### src/rtl/cpu_wishbone_bridge.sv
// cpu_wishbone_bridge: turns CPU request-unit read/write strobes into single-beat Wishbone classic cycles.
// Define CPU_WB_TIMEOUT_EN to abort a BUS cycle that sees no ack within TIMEOUT_CYCLES.
module cpu_wishbone_bridge #(
    parameter int unsigned TIMEOUT_CYCLES = 255,
    parameter logic [31:0] ERR_DATA       = 32'h0000_0000
) (
    input  logic        clk,
    input  logic        rst,
    input  logic        read_to_mem,
    input  logic        write_to_mem,
    input  logic [3:0]  sel_to_mem,
    input  logic [31:0] adr_to_mem,
    input  logic [31:0] data_to_mem,
    output logic        mem_busy,
    output logic [31:0] data_from_mem,
    output logic        cyc_o,
    output logic        stb_o,
    output logic        we_o,
    output logic [3:0]  sel_o,
    output logic [31:0] adr_o,
    output logic [31:0] dat_o,
    input  logic        ack_i,
    input  logic [31:0] dat_i,
    output logic        bus_timeout
);

    localparam int unsigned DW = 32;
    localparam int unsigned SW = 4;

    typedef enum logic [1:0] {
        S_IDLE = 2'd0,
        S_BUS  = 2'd1,
        S_DONE = 2'd2
    } state_t;

    state_t          r_state;
    state_t          w_next;
    logic            w_req;
    logic            w_ack;
    logic            w_timeout;
    logic            w_busy;
    logic            r_cyc;
    logic            r_we;
    logic [SW-1:0]   r_sel;
    logic [DW-1:0]   r_adr;
    logic [DW-1:0]   r_dat;
    logic [DW-1:0]   r_rdata;
    logic            w_unused;

    assign w_req = read_to_mem | write_to_mem;
    assign w_ack = (r_state == S_BUS) & ack_i;

    // Byte offset bits never reach the bus; the parameters fold in so both builds see them used.
    assign w_unused = ^{adr_to_mem[1:0], ERR_DATA, TIMEOUT_CYCLES};

`ifdef CPU_WB_TIMEOUT_EN
    localparam int unsigned CNT_W   = ($clog2(TIMEOUT_CYCLES + 1) > 8) ? $clog2(TIMEOUT_CYCLES + 1) : 8;
    localparam int unsigned TO_LAST = (TIMEOUT_CYCLES > 0) ? (TIMEOUT_CYCLES - 1) : 0;

    logic [CNT_W-1:0] r_cnt;
    logic             r_bus_timeout;

    // Abort fires on the last allowed BUS cycle; a same-cycle ack takes priority.
    assign w_timeout = (r_state == S_BUS) & ~ack_i & (r_cnt == CNT_W'(TO_LAST));

    always_ff @(posedge clk or posedge rst) begin
        if (rst) begin
            r_cnt <= '0;
        end else if (r_state != S_BUS) begin
            r_cnt <= '0;
        end else if (!ack_i) begin
            r_cnt <= r_cnt + CNT_W'(1);
        end
    end

    always_ff @(posedge clk or posedge rst) begin
        if (rst) begin
            r_bus_timeout <= 1'b0;
        end else begin
            r_bus_timeout <= w_timeout;
        end
    end

    assign bus_timeout = r_bus_timeout;
`else
    assign w_timeout   = 1'b0;
    assign bus_timeout = 1'b0;
`endif

    // State register
    always_ff @(posedge clk or posedge rst) begin
        if (rst) begin
            r_state <= S_IDLE;
        end else begin
            r_state <= w_next;
        end
    end

    // Next-state logic
    always_comb begin
        w_next = r_state;
        case (r_state)
            S_IDLE:  if (w_req) w_next = S_BUS;
            S_BUS:   if (w_ack | w_timeout) w_next = S_DONE;
            S_DONE:  w_next = S_IDLE;
            default: w_next = S_IDLE;
        endcase
    end

    // Busy stalls the request unit in the same cycle a request appears; DONE releases it for one cycle.
    always_comb begin
        w_busy = 1'b0;
        case (r_state)
            S_IDLE:  w_busy = w_req & ~rst;
            S_BUS:   w_busy = 1'b1;
            default: w_busy = 1'b0;
        endcase
    end

    // Request capture and read-data return; bus outputs hold the registered copy for the whole cycle.
    always_ff @(posedge clk or posedge rst) begin
        if (rst) begin
            r_cyc   <= 1'b0;
            r_we    <= 1'b0;
            r_sel   <= '0;
            r_adr   <= '0;
            r_dat   <= '0;
            r_rdata <= '0;
        end else begin
            case (r_state)
                S_IDLE: begin
                    if (w_req) begin
                        r_cyc <= 1'b1;
                        r_we  <= write_to_mem;
                        r_sel <= sel_to_mem;
                        r_adr <= {adr_to_mem[DW-1:2], 2'b00};
                        r_dat <= data_to_mem;
                    end
                end
                S_BUS: begin
                    if (w_ack) begin
                        r_cyc <= 1'b0;
                        if (!r_we) r_rdata <= dat_i;
                    end else if (w_timeout) begin
                        r_cyc <= 1'b0;
                        if (!r_we) r_rdata <= ERR_DATA;
                    end
                end
                default: ;
            endcase
        end
    end

    assign mem_busy      = w_busy;
    assign data_from_mem = r_rdata;
    assign cyc_o         = r_cyc;
    assign stb_o         = r_cyc;
    assign we_o          = r_we;
    assign sel_o         = r_sel;
    assign adr_o         = r_adr;
    assign dat_o         = r_dat;

endmodule

### config.mk
export PLATFORM = sky130hd
export DESIGN_NAME = cpu_wishbone_bridge
export DESIGN_NICKNAME = d
export VERILOG_FILES = /design/src/rtl/cpu_wishbone_bridge.sv
export SDC_FILE = /design/constraint.sdc
export NUM_CORES = 1
export LEC_CHECK = 0
export ABC_AREA = 0
export CAP_MARGIN = 40
export CELL_PAD_IN_SITES_DETAIL_PLACEMENT = 0
export CELL_PAD_IN_SITES_GLOBAL_PLACEMENT = 1
export CORE_MARGIN = 2
export CORE_UTILIZATION = 31
export CTS_CLUSTER_DIAMETER = 50
export DETAILED_ROUTE_END_ITERATION = 16
export GPL_TIMING_DRIVEN = 0
export PLACE_DENSITY_LB_ADDON = 0.1
export SYNTH_ARGS = -nofsm -noshare
export SYNTH_HDL_FRONTEND = slang
export SYNTH_SLANG_ARGS = --single-unit
### constraint.sdc
create_clock -name clk -period 8.5 [get_ports clk]
set_input_delay 2.55 -clock clk [delete_from_list [all_inputs] [get_ports clk]]
set_output_delay 2.55 -clock clk [all_outputs]
set_load 0.01 [all_outputs]
==> Word level (Yosys, flattened, before mapping) <==
Index checks and enable logic that the tools add are counted.
{ "totals": {"elab_cells": 28, "input_bits": 105, "reg_bits": 102} }
{ "op_classes": {"eq_ne": 3, "n_reduce_logical": 6, "bitwise_logic": 5, "n_mux": 7} }
{ "op_table": {"columns": ["op", "count"], "rows": [
  ["AND reduction 3 bit", 2],
  ["2-to-1 mux 2 bit", 2],
  ["!= test 2 bit (second input constant)", 2],
  ["case mux 1 bit (2 select lines)", 2],
  ["case mux 2 bit (2 select lines)", 1],
  ["AND reduction 2 bit", 2],
  ["AND 1 bit", 2],
  ["== test 2 x 1 -> 1 bit (second input constant)", 1],
  ["zero test 2 bit", 1],
  ["2-to-1 mux 1 bit", 2],
  ["inverter 1 bit", 2],
  ["nonzero test 2 bit", 1],
  ["bitwise OR 1 bit", 1]
]} }

==> Depth between registers and ports, before layout <==
{ "logic_depth": {"ltp_word": 4, "mapped_depth": 5} }

==> Least setup slack after synthesis <==
OpenSTA, ideal clock, no wires.
{ "synth_timing": {"path_kind": "input to output", "startpoint": "in rst", "endpoint": "out mem_busy", "slack_ps": 639, "t_arrival_ps": 5311, "path_stages": 3, "path_buffers": 0, "path_cell_list": "inv_1 o21ai_0 a21oi_1"} }
{ "synth_via": {"elab_chain_len": 3} }
{ "synth_lines": {"columns": ["element", "line", "source"], "rows": [
  ["start: declaration", "8", "input logic rst,"],
  ["inverter 1 bit", "114", "S_IDLE: w_busy = w_req & ~rst;"],
  ["AND 1 bit", "114", null],
  ["case mux 1 bit (2 select lines)", "113", "case (r_state)"],
  ["end: declaration", "14", "output logic mem_busy,"]
]} }
No other way between the ends.

==> Worst setup path after layout <==
Same ends and word-level chain as after synthesis.

==> results.cfg <==
[setup_path]
critical-path-top-delay-family = buffers and inverters
cp_max_fo = 56
crit_top_cell = clkdlybuf4s50_1
cp_data_required_time_ps = 5950
cp.arrival_ps = 4760
slowest_delay_ps = 580
worst_setup_path_start_kind = input pin
critPathCaptureType = output port
critPathBufInv = 4
critPathSlowestCell = clkdlybuf4s50_1
path_class = input pin to output port
path_cells = clkdlybuf4s50_1, inv_4, buf_16, o21ai_0, a21oi_1, clkdlybuf4s50_1

[drt]
num_vias = 2659
drc = 0
avgViaCountPerCell = 4.241
routedWlPerCell_um = 15.13
first_pass_iters = 4
drtAntennaViolNets = 0
drt_wl_total_um = 9485
drt_iter0_drc = 71

[flow_run]
drv_cap = 0

[clock_network]
cts_resized = 0
htree_levels = 3
cts.sinks = 102
cts_root_buffer = clkbuf_16
clk_pin_slew_worst_paths_ps = 60
cts_buffer_depth = 2
cts_tree = built
post_cts_buffers = 0
cts.hold.buffers_added = 0
cts_made_buffers = 9
clkLatencyLatePin_ps = 340

[logic_synthesis]
yosysTopAreaCell = dfrtp_1
synth_edf_count = 0
async_reset_ff_share_pct = 100.0
synth.top_cells.by_count = 102 x dfrtp_1, 68 x mux2_2, 30 x mux2_4
synth_area_um2 = 4025
synth_simple_gate_area_share_pct = 1.088
ys_seq_area_share_pct = 63.41
yosysMostFrequentCell = dfrtp_1
synth_ff_type = dfrtp_1
yosys.area.top_type_share_pct = 63.41
yosys.area_share.xor_xnor_pct = 0
syn_inst = 232
yosysUniqueCellTypes = 20
synthMuxAreaShare_pct = 30.21
ys_seq_elements = 102
syn_avg_cell_area_um2 = 17.35
synth_top_family_by_area = multiplexers
synth_compound_area_share_pct = 0.9015
synthTopCellsByArea = dfrtp_1 63%, mux2_2 19%, mux2_4 11%
synth-adder-area-share_pct = 0
synth_warnings = 0

[die]
start_util_pct = 31.77
rows = 41
die_h_um = 118.0
die_area_um2 = 13910
die_w_um = 118.0
core_um2 = 12670
ios = 210

[sta]
fin_crit_sh_pct = 85.99
maxSlewHeadroom_pct = 51.28
post-route-min-period_ps = 7309
fmax_ghz = 0.1368
setup_violations = 0
finClkSkew_ps = 4.161
hold_viol_final = 0
rsz0062_at_grt = false
slew_viol_final = 0
tightest_slew_ps = 730.8

[global_route]
grt_pass1_vias = 2825
antenna_found_initial = 0
overflow = 0
grt_max_degree = 57
grt_usage_pct = 14.23
grt_pass1_wl_um = 15270

[pwr]
cellLeakagePower_nw = 2.786
vdd_drop_max_v = 0.0001420
power-per-cell-area_nw_per_um2 = 354.7

[placement]
gp_congestion = 0.6811
post-dp-hpwl_um = 7008
dp_cells = 611
numPortBuffers = 204
dpl_cell_area_um2 = 6320

[layout]
design_area_um2 = 6621
diodes = 0
layout.nets = 555
syn_to_final_growth_pct = 64.50
fin_cells = 627
drive_above_1_share_pct = 28.79

[min_path]
hold_path_class = register to register

[status]
outcome = finished, final reports clean
==> metrics by stage <==
| step | power (mW) | util [%] | hold slack, ps | TNS, ps | worst slack, ps |
|---|---|---|---|---|---|
| 6_report | 2.349 | 52.26 | 492.4 | 0 | 1191 |
| 2_1_floorplan | 1.338 | - | 458.4 | 0 | 638.6 |
| 3_3_place_gp | 1.941 | 49.64 | 485.9 | -1408 | -1408 |
| 4_1_cts | 2.391 | 52.26 | 498.3 | 0 | 1105 |
| 5_1_grt | 2.490 | 52.26 | 515.3 | 0 | 924.6 |
| 3_5_place_dp | 1.956 | 49.88 | 491.0 | 0 | 1103 |
==> sequential cells by signal, summed over array words and instances, names as in the netlist <==
name / flops
dat_o: 32
cyc_o: 1
adr_o: 30
r_state: 2
data_from_mem: 32
sel_o: 4
we_o: 1
==> cell type report <==
type                            instances  area, um2
Fill cell                            1152       6050
Sequential cell                       102       2552
Timing Repair Buffer                  205       2069
Multi-Input combinational cell        114       1308
Clock buffer                           12      256.5
Tap cell                              172      215.2
Buffer                                 15      161.4
Clock inverter                          4      45.04
Inverter                                3      13.76
==> worst reg2reg max path, cell delays in order (launching register included) <==
cell	delay, ps
dfrtp_1	400
nor2_1	90
o21ai_1	200
buf_6	220
buf_6	170
mux2_2	340
==> logic make-up after synthesis <==
logic type             after synthesis
AOI/OAI and AO/OA                    6
buffers and inverters               18
DFF                                102
muxes                               98
other                                1
and+or+nand+nor                      7
==> metal layers <==
layer | global-route usage, % | part of all wire (%)
met4 | 3.840 | 1.1
met5 | 0 | 0
met3 | 7.849 | 10
met2 | 22.13 | 48
met1 | 17.07 | 41
==> path summary, 6_finish.rpt <==
kind / depth (start not counted) / slack [ps] / startpoint / to
max: 6 / 1190 / rst / mem_busy
min: 1 / 490 / r_state[1] / r_state[0]
max reg2reg: 5 / 6970 / r_state[0] / adr_o[29]
min reg2reg: 1 / 490 / r_state[1] / r_state[0]
max in group asynchronous: 3 / 5130 / rst / r_state[1]
min in group asynchronous: 2 / 2700 / rst / dat_o[20]
==> placed cells by master, fill, tap and decap left out, types with 2 or more instances in the layout <==
cell type,synthesis,routed
mux2_4,30,30
o21ai_0,2,2
clkdlybuf4s50_1,0,204
clkbuf_8,0,2
mux2_2,68,68
inv_1,3,2
nand2_1,2,2
clkbuf_16,0,9
buf_2,3,3
conb_1,1,3
clkinv_2,0,3
buf_12,3,3
buf_4,4,4
dfrtp_1,102,102
buf_6,5,5
==> report_power, final <==
group / switching (mW) / leakage [nW] / internal (mW)
combinational: 0.363 / 1.44 / 0.721
clock: 0.173 / 0.152 / 0.243
sequential: 0.123 / 1.20 / 0.726
total: 0.658 / 2.79 / 1.69
(Power assumes the default switching activity.)
